File: src/rtl/dds_cordic_ctrl_if.sv
// Config, control and CORDIC-side signal bundle for dds_cordic_ctrl.
// Optional DDS_BURST_EN adds burst_len_i to the bundle.
interface dds_cordic_ctrl_if;
    logic               cfg_load;
    logic [15:0]        ftw_i;
    logic [15:0]        ofs_i;
`ifdef DDS_BURST_EN
    logic [15:0]        burst_len_i;
`endif
    logic               cfg_err;
    logic               start;
    logic               stop;
    logic               busy;
    logic               done;
    logic [15:0]        angle_o;
    logic               cordic_start;
    logic signed [7:0]  cordic_sin;
    logic signed [7:0]  cordic_cos;
    logic signed [7:0]  sin_o;
    logic signed [7:0]  cos_o;
    logic               sample_valid;

    modport slave (
`ifdef DDS_BURST_EN
        input  burst_len_i,
`endif
        input  cfg_load, ftw_i, ofs_i, start, stop, cordic_sin, cordic_cos,
        output cfg_err, busy, done, angle_o, cordic_start, sin_o, cos_o, sample_valid
    );

    modport master (
`ifdef DDS_BURST_EN
        output burst_len_i,
`endif
        output cfg_load, ftw_i, ofs_i, start, stop, cordic_sin, cordic_cos,
        input  cfg_err, busy, done, angle_o, cordic_start, sin_o, cos_o, sample_valid
    );
endinterface

File: src/rtl/dds_cordic_ctrl.sv
// Phase sequencer for a pipelined CORDIC: modulo phase accumulator, offset, latency-tracked valid.
// Optional feature macro DDS_BURST_EN: auto-stop after a programmable number of samples.
module dds_cordic_ctrl #(
    parameter int unsigned LATENCY   = 10,
    parameter int unsigned PHASE_MAX = 36000
) (
    input  logic              clk,
    input  logic              rst_n,
    dds_cordic_ctrl_if.slave  bus
);
    typedef enum logic [1:0] {S_IDLE, S_RUN, S_FLUSH} state_t;

    localparam logic [16:0] PMAX = 17'(PHASE_MAX);

    state_t               state_q, state_d;
    logic [15:0]          ftw_q, ftw_d;
    logic [15:0]          ofs_q, ofs_d;
    logic [15:0]          acc_q, acc_d;
    logic [15:0]          angle_q, angle_d;
    logic [LATENCY:0]     valid_sr_q, valid_sr_d;
    logic                 cfg_err_q, cfg_err_d;
    logic                 done_q, done_d;
    logic                 sample_valid_q;
    logic signed [7:0]    sin_q, cos_q;
`ifdef DDS_BURST_EN
    logic [15:0]          burst_q, burst_d;
    logic [15:0]          cnt_q, cnt_d;
    logic                 burst_last;
`endif

    logic [16:0]          acc_sum, ang_sum;
    logic [15:0]          acc_wrap, ang_wrap;
    logic                 cfg_ok;

    // Operands are both below PHASE_MAX, so one conditional subtract wraps correctly.
    assign acc_sum  = {1'b0, acc_q} + {1'b0, ftw_q};
    assign ang_sum  = {1'b0, acc_q} + {1'b0, ofs_q};
    assign acc_wrap = (acc_sum >= PMAX) ? 16'(acc_sum - PMAX) : acc_sum[15:0];
    assign ang_wrap = (ang_sum >= PMAX) ? 16'(ang_sum - PMAX) : ang_sum[15:0];
    assign cfg_ok   = ({1'b0, bus.ftw_i} < PMAX) && ({1'b0, bus.ofs_i} < PMAX);

`ifdef DDS_BURST_EN
    assign burst_last = (burst_q != 16'd0) && (({1'b0, cnt_q} + 17'd1) == {1'b0, burst_q});
`endif

    always_comb begin
        state_d    = state_q;
        ftw_d      = ftw_q;
        ofs_d      = ofs_q;
        acc_d      = acc_q;
        angle_d    = angle_q;
        valid_sr_d = valid_sr_q;
        cfg_err_d  = 1'b0;
        done_d     = 1'b0;
`ifdef DDS_BURST_EN
        burst_d    = burst_q;
        cnt_d      = cnt_q;
`endif
        case (state_q)
            S_IDLE: begin
                if (bus.cfg_load) begin
                    if (cfg_ok) begin
                        ftw_d = bus.ftw_i;
                        ofs_d = bus.ofs_i;
`ifdef DDS_BURST_EN
                        burst_d = bus.burst_len_i;
`endif
                    end else begin
                        cfg_err_d = 1'b1;
                    end
                end
                if (bus.start) begin
                    state_d = S_RUN;
                    acc_d   = 16'd0;
`ifdef DDS_BURST_EN
                    cnt_d   = 16'd0;
`endif
                end
            end
            S_RUN: begin
                cfg_err_d = bus.cfg_load;
                if (bus.stop) begin
                    state_d    = S_FLUSH;
                    valid_sr_d = {valid_sr_q[LATENCY-1:0], 1'b0};
                end else begin
                    angle_d    = ang_wrap;
                    acc_d      = acc_wrap;
                    valid_sr_d = {valid_sr_q[LATENCY-1:0], 1'b1};
`ifdef DDS_BURST_EN
                    cnt_d      = cnt_q + 16'd1;
                    if (burst_last) begin
                        state_d = S_FLUSH;
                    end
`endif
                end
            end
            S_FLUSH: begin
                cfg_err_d  = bus.cfg_load;
                valid_sr_d = {valid_sr_q[LATENCY-1:0], 1'b0};
                // Leave only once every in-flight sample has reached sample_valid.
                if (valid_sr_q == '0) begin
                    state_d = S_IDLE;
                    done_d  = 1'b1;
                end
            end
            default: begin
                state_d = S_IDLE;
            end
        endcase
    end

    always_ff @(posedge clk or negedge rst_n) begin
        if (!rst_n) begin
            state_q        <= S_IDLE;
            ftw_q          <= 16'd0;
            ofs_q          <= 16'd0;
            acc_q          <= 16'd0;
            angle_q        <= 16'd0;
            valid_sr_q     <= '0;
            cfg_err_q      <= 1'b0;
            done_q         <= 1'b0;
            sample_valid_q <= 1'b0;
            sin_q          <= 8'sd0;
            cos_q          <= 8'sd0;
`ifdef DDS_BURST_EN
            burst_q        <= 16'd0;
            cnt_q          <= 16'd0;
`endif
        end else begin
            state_q        <= state_d;
            ftw_q          <= ftw_d;
            ofs_q          <= ofs_d;
            acc_q          <= acc_d;
            angle_q        <= angle_d;
            valid_sr_q     <= valid_sr_d;
            cfg_err_q      <= cfg_err_d;
            done_q         <= done_d;
            // valid_sr[LATENCY] tracks the CORDIC output; one more stage matches the sin/cos register.
            sample_valid_q <= valid_sr_q[LATENCY];
            sin_q          <= bus.cordic_sin;
            cos_q          <= bus.cordic_cos;
`ifdef DDS_BURST_EN
            burst_q        <= burst_d;
            cnt_q          <= cnt_d;
`endif
        end
    end

    assign bus.busy         = (state_q != S_IDLE);
    assign bus.cordic_start = (state_q != S_IDLE);
    assign bus.done         = done_q;
    assign bus.cfg_err      = cfg_err_q;
    assign bus.angle_o      = angle_q;
    assign bus.sin_o        = sin_q;
    assign bus.cos_o        = cos_q;
    assign bus.sample_valid = sample_valid_q;
endmodule
File: src/flat_wrapper.sv
// flat-port wrapper written by rule: the top's interface ports become plain ports
module dds_cordic_ctrl_flat 
#(
    parameter int unsigned LATENCY   = 10,
    parameter int unsigned PHASE_MAX = 36000
)
  (clk, rst_n, bus_cfg_load, bus_ftw_i, bus_ofs_i, bus_start, bus_stop, bus_cordic_sin, bus_cordic_cos, bus_cfg_err, bus_busy, bus_done, bus_angle_o, bus_cordic_start, bus_sin_o, bus_cos_o, bus_sample_valid);
  dds_cordic_ctrl_if bus_i ();
  input  logic clk;
  input  logic rst_n;
  input wire logic [$bits(bus_i.cfg_load)-1:0] bus_cfg_load;
  input wire logic [$bits(bus_i.ftw_i)-1:0] bus_ftw_i;
  input wire logic [$bits(bus_i.ofs_i)-1:0] bus_ofs_i;
  input wire logic [$bits(bus_i.start)-1:0] bus_start;
  input wire logic [$bits(bus_i.stop)-1:0] bus_stop;
  input wire logic [$bits(bus_i.cordic_sin)-1:0] bus_cordic_sin;
  input wire logic [$bits(bus_i.cordic_cos)-1:0] bus_cordic_cos;
  output wire logic [$bits(bus_i.cfg_err)-1:0] bus_cfg_err;
  output wire logic [$bits(bus_i.busy)-1:0] bus_busy;
  output wire logic [$bits(bus_i.done)-1:0] bus_done;
  output wire logic [$bits(bus_i.angle_o)-1:0] bus_angle_o;
  output wire logic [$bits(bus_i.cordic_start)-1:0] bus_cordic_start;
  output wire logic [$bits(bus_i.sin_o)-1:0] bus_sin_o;
  output wire logic [$bits(bus_i.cos_o)-1:0] bus_cos_o;
  output wire logic [$bits(bus_i.sample_valid)-1:0] bus_sample_valid;
  assign bus_i.cfg_load = bus_cfg_load;
  assign bus_i.ftw_i = bus_ftw_i;
  assign bus_i.ofs_i = bus_ofs_i;
  assign bus_i.start = bus_start;
  assign bus_i.stop = bus_stop;
  assign bus_i.cordic_sin = bus_cordic_sin;
  assign bus_i.cordic_cos = bus_cordic_cos;
  assign bus_cfg_err = bus_i.cfg_err;
  assign bus_busy = bus_i.busy;
  assign bus_done = bus_i.done;
  assign bus_angle_o = bus_i.angle_o;
  assign bus_cordic_start = bus_i.cordic_start;
  assign bus_sin_o = bus_i.sin_o;
  assign bus_cos_o = bus_i.cos_o;
  assign bus_sample_valid = bus_i.sample_valid;
  dds_cordic_ctrl #(.LATENCY(LATENCY), .PHASE_MAX(PHASE_MAX)) u_core (.clk(clk), .rst_n(rst_n), .bus(bus_i));
endmodule
File: config.mk
export PLATFORM = sky130hd
export DESIGN_NAME = dds_cordic_ctrl_flat
export DESIGN_NICKNAME = d
export VERILOG_FILES = /design/src/rtl/dds_cordic_ctrl_if.sv /design/src/rtl/dds_cordic_ctrl.sv /design/src/flat_wrapper.sv
export SDC_FILE = /design/constraint.sdc
export NUM_CORES = 1
export LEC_CHECK = 0
export ABC_CLOCK_PERIOD_IN_PS = 5350
export CORE_ASPECT_RATIO = 1.25
export CORE_MARGIN = 2
export CORE_UTILIZATION = 45
export DETAILED_ROUTE_END_ITERATION = 6
export PLACE_DENSITY = 0.66
export SYNTH_ARGS = -nofsm -noshare
export SYNTH_HDL_FRONTEND = slang
export SYNTH_SLANG_ARGS = --single-unit
File: constraint.sdc
create_clock -name clk -period 5.35 [get_ports clk]
set_input_delay 1.605 -clock clk [delete_from_list [all_inputs] [get_ports clk]]
set_output_delay 1.605 -clock clk [all_outputs]
set_load 0.05 [all_outputs]
After elaboration in Yosys (flattened, before gate mapping)
Index checks and enable logic that the tools add are counted.
W data, S select, Z words.
Operators by class
  reduce and logical (&&, ||, !) cells: 11
  bitwise gates (word level): 1
  order comparisons: 4
  muxes and demuxes: 16
  equality and inequality tests: 6
  $add $sub $neg: 4
Operators with widths (number)
  $mux W16: 4
  $add A16 B16 Y17: 2
  $ge A17 B16 Y1 const B: 2
  $lt A16 B16 Y1 const B: 2
  $pmux W16 S2: 1
  $sub A16 B16 Y16 const B: 2
  $pmux W11 S2: 1
  $logic_not A11 Y1: 1
  $reduce_and A3 Y1: 3
  $mux W2: 3
  $ne A2 B2 Y1 const B: 3
  $pmux W2 S3: 1
  $reduce_bool A2 Y1: 3
  $mux W1: 5
  $eq A2 B1 Y1 const B: 1
  $eq A2 B2 Y1 const B: 1
  $logic_not A2 Y1: 1
  $ne A2 B1 Y1 const B: 1
  $pmux W1 S2: 1
  $reduce_and A2 Y1: 1
  $reduce_or A2 Y1: 1
  $logic_and A1 B1 Y1: 1
  $not A1 Y1: 1
Word-level totals
  register bits after elaboration: 96
  input port bits: 53
  output and inout bits: 37
  logic and storage cells: 53

Depth between registers and ports, before layout
  word-level depth: 5
  depth in mapped cells: 14
  gate-level depth less buffers: 13

Least setup slack after synthesis
No wires, ideal clock.
  kind: register to register
  start: register u_core.acc_q[0]
  end: register u_core.angle_q[14], in the netlist u_core.bus.angle_o[14]
  path buffers: 1
  setup time: 0.082 ns
  arrival time: 3.706 ns
  slack: 1.562 ns
  data required time: 5.268 ns
  period minus slack after synthesis: 3.788 ns
  cell stages (with the launch flop): 15
  cell sequence: dfrtp_1 ha_1 fa_1 a211oi_2 o21ai_1 a21oi_1 or2_2 ha_1 nor2b_1 mux2_2 or4b_4 a2111o_1 buf_6 a31o_1 a31oi_1
Between the ends
  cells in the longest elaborated chain, start to end: 3
  elaborated cells between the ends (all ways): 4
  those cells by class: add/sub: 2; order compare: 1; mux: 1
RTL lines
  start, declared: line dds_cordic_ctrl.sv:18  | logic [15:0] acc_q, acc_d;
  start signal, assigned: line dds_cordic_ctrl.sv:117  | acc_q <= 16'd0;
  start signal, assigned: line dds_cordic_ctrl.sv:133  | acc_q <= acc_d;
  $add A16 B16 Y17 *: line dds_cordic_ctrl.sv:37  | assign ang_sum = {1'b0, acc_q} + {1'b0, ofs_q};
  $sub A16 B16 Y16 or $ge A17 B16 Y1 (tied branches): line dds_cordic_ctrl.sv:39  | assign ang_wrap = (ang_sum >= PMAX) ? 16'(ang_sum - PMAX) : ang_sum[15:0];
  $mux W16 *: line dds_cordic_ctrl.sv:39
  end signal, assigned: line dds_cordic_ctrl.sv:134  | angle_q <= angle_d;
  end, declared: line dds_cordic_ctrl.sv:19  | logic [15:0] angle_q, angle_d;
Every way passes the cells marked *; elsewhere a longest branch is shown, timed or not.
A chain may end at the register's enable or synchronous reset.

Worst setup path in the final report
  start: register u_core.acc_q[0]
  end: register u_core.angle_q[7], in the netlist u_core.bus.angle_o[7]
Same word-level chain as after synthesis.

==> impl_metrics.yaml <==
status:
  status: "finished clean"
die:
  dieArea_um2: 14800
  initial_core_util_pct: 45.5
  rows: 48
  core_um2: 13600
  io_pins: 90
  die_w_um: 109
  fp.dieH_um: 135
yosys:
  synthesis.area_um2: 6210
  ys_types: 75
  ys_ff_latch: 96
  syn_nets: 724
  synth_top_area_share_pct: 38.7
  syn_inst: 631
  synth_area_leader_cell: "dfrtp_1"
  avgSynthCellArea_um2: 9.84
  synth_flop_cell: "dfrtp_1"
  synthTopCellsByArea: "dfrtp_1 39%, mux2_2 8.0%, ha_1 7.7%, nand2_1 3.3%, a21oi_1 3.1%"
  yosysMostFrequentCell: "dfrtp_1"
  synth_warnings: 0
  synthArstFlopShare_pct: 100
  yosysSeqAreaShare_pct: 38.7
  synthTopCellsByCount: "96 x dfrtp_1, 54 x nand2_1, 44 x mux2_2"
  synth-edff-count: 0
sta:
  grt_setup_unrepaired: "false"
  post-route-period-util_pct: 80.5
  finalSetupTns_ns: 0
  worstMarginPinSlew_ns: 1.10
  hold_violations: 0
  fin_hold_ws_ns: 0.443
  fmax_mhz: 232
  slew_violations: 0
  fin_worst_skew_ns: 0.00708
  setup-violations-final: 0
  fin_crit_ns: 4.31
  slew-limit-headroom_pct: 25.7
  setup_slack_ns: 1.04
critical_path:
  crit_chain: "ha_1 > fa_1 > a211oi_2 > o21ai_1 > a21oi_1 > or2_2 > ha_1 > nor2_1 > mux2_2 > or4b_4 > a2111o_1 > and4_1 > o31ai_1"
  crit_path_max_fanout: 13
  crit_end: "u_core.bus.angle_o[7]"
  r2r_start: "u_core.acc_q[0]"
  crit_path_top_delay_cell: "a2111o_1"
  reg2reg_slack_ns: 1.04
  critPathRequiredTime_ns: 5.60
  endpoint_kind: "flip-flop"
  setup.worst_path.start_class: "flip-flop"
  cp.arrival_ns: 4.56
  worstRegToRegCells: 13
  critPathMostFrequentCell: "ha_1"
  cp-startpoint: "u_core.acc_q[0]"
  critPathMaxStageDelay_ns: 0.62
  regToRegEndpoint: "u_core.bus.angle_o[7]"
  worstSetupPathType: "reg -> reg"
drt:
  wl_met1_mm: 6.39
  wl_met3_um: 382
  routedWlPerCell_um: 16.6
  ant_nets: 0
  drc: 0
  drtPass1Iterations: 4
  vias: 5162
  wirelength_mm: 14.9
  wl_met2_mm: 7.74
  post_drt_via_cell_ratio: 5.77
  drtIter0Drc: 191
  top_layer_used: "met4"
clock_network:
  cts_tree: "yes"
  hold_buffers: 0
  path_clk_slew_ns: 0.07
  clkLatencyLatePin_ns: 0.35
  ctsLongestPathBuffers: 2
  cts.repair.resized: 0
  cts_made_buffers: 9
  htreeDepth: 3
  cts_setup_buffers: 0
  cts_sinks: 96
  root_buffer: "clkbuf_16"
global_route:
  grt_max_degree: 63
  grt_pass1_wl_mm: 24.6
  globalRouteTotalUtil_pct: 21.1
  first_global_vias: 5145
  antenna_found_initial: 0
  overflow: 0
pwr:
  worst_ir_drop_vdd_mv: 0.324
  p_leak_nw: 3.28
  finalPower_mw: 5.57
  power.density_nw_per_um2: 738
placed_design:
  dp_hpwl_mm: 11.6
  io_buffers: 89
  dpl_worst_slack_ns: 0.822
  place_congestion: 0.907
layout:
  final_layout_size_suffix_gt1_share_pct: 13.2
  antenna_cells: 0
  filler_cell_count: 1212
  fin_util_pct: 55.4
  nNetsFinal: 807
  syn2layout_area_growth_pct: 21.7
flow_run:
  maxCapViolations: 0
hold_path:
  hold_class: "reg -> reg"
logic make-up after synthesis:
kind of cell    synth area share (%)
compound gates                  21.9
simple gates                    15.9
flops                           38.7
mux                             9.27
buf+inv                         3.36
fa+ha+maj                       8.30
xor+xnor                        2.54
final cells by class:
type                            instances  area, µm²  area share, %
Sequential cell                        96       2400           31.8
Timing Repair Buffer                   96        941           12.5
Tap cell                              175        219           2.90
Inverter                               21       78.8           1.04
Multi-Input combinational cell        490       3600           47.6
Clock inverter                          7       90.1           1.19
Clock buffer                            9        225           2.98
how the worst min path moves through the flow:
stage,start,to,cells past startpoint
2_1_floorplan,u_core.valid_sr_q[10],u_core.bus.sample_valid,0
3_3_place_gp,u_core.valid_sr_q[10],u_core.bus.sample_valid,0
3_5_place_dp,u_core.valid_sr_q[10],u_core.bus.sample_valid,0
4_1_cts,u_core.valid_sr_q[10],u_core.bus.sample_valid,0
5_1_grt,u_core.valid_sr_q[10],u_core.bus.sample_valid,0
6_report,u_core.valid_sr_q[10],u_core.bus.sample_valid,0
registers in the layout (all words and copies together) (netlist names):
signal                   flops
u_core.acc_q                16
u_core.bus.angle_o          16
u_core.bus.cfg_err           1
u_core.bus.cos_o             8
u_core.bus.done              1
u_core.bus.sample_valid      1
u_core.bus.sin_o             8
u_core.ftw_q                16
u_core.ofs_q                16
u_core.state_q               2
u_core.valid_sr_q           11
through the flow:
stage / instance area [µm²] / cells
after floorplan: 6210 / 631
after global placement: 7240 / 878
after detailed placement: 7240 / 878
after CTS: 7550 / 894
after global routing: 7550 / 894
final: 7550 / 894
critical path: cells and delay by family, from the launching register on:
family	cells	cell delay [ns]
fa+ha+maj	3	0.87
compound gates	5	1.56
simple gates	4	1.08
mux	1	0.28
flops	1	0.41
per-layer routing:
layer	GRT usage (%)	vias up
li1	-	2556
met1	25.6	2501
met2	37.3	83
met3	3.08	22
met4	8.26	0
met5	0	-
cell usage in the layout (no fill, tap or decap), drive strengths merged, types with 14 or more instances in the layout:
cell / count
nand2: 54
a21oi: 39
dfrtp: 96
inv: 24
nor2: 36
clkdlybuf4s50: 88
nand3: 14
a21o: 17
mux2: 44
ha: 38
o21ai: 34
where the power goes:
part	internal [mW]	switching (mW)	total [mW]
clock	0.374	0.308	0.683
sequential	1.01	0.200	1.21
combinational	1.47	2.21	3.68
Power figures use the tool's default switching activity.
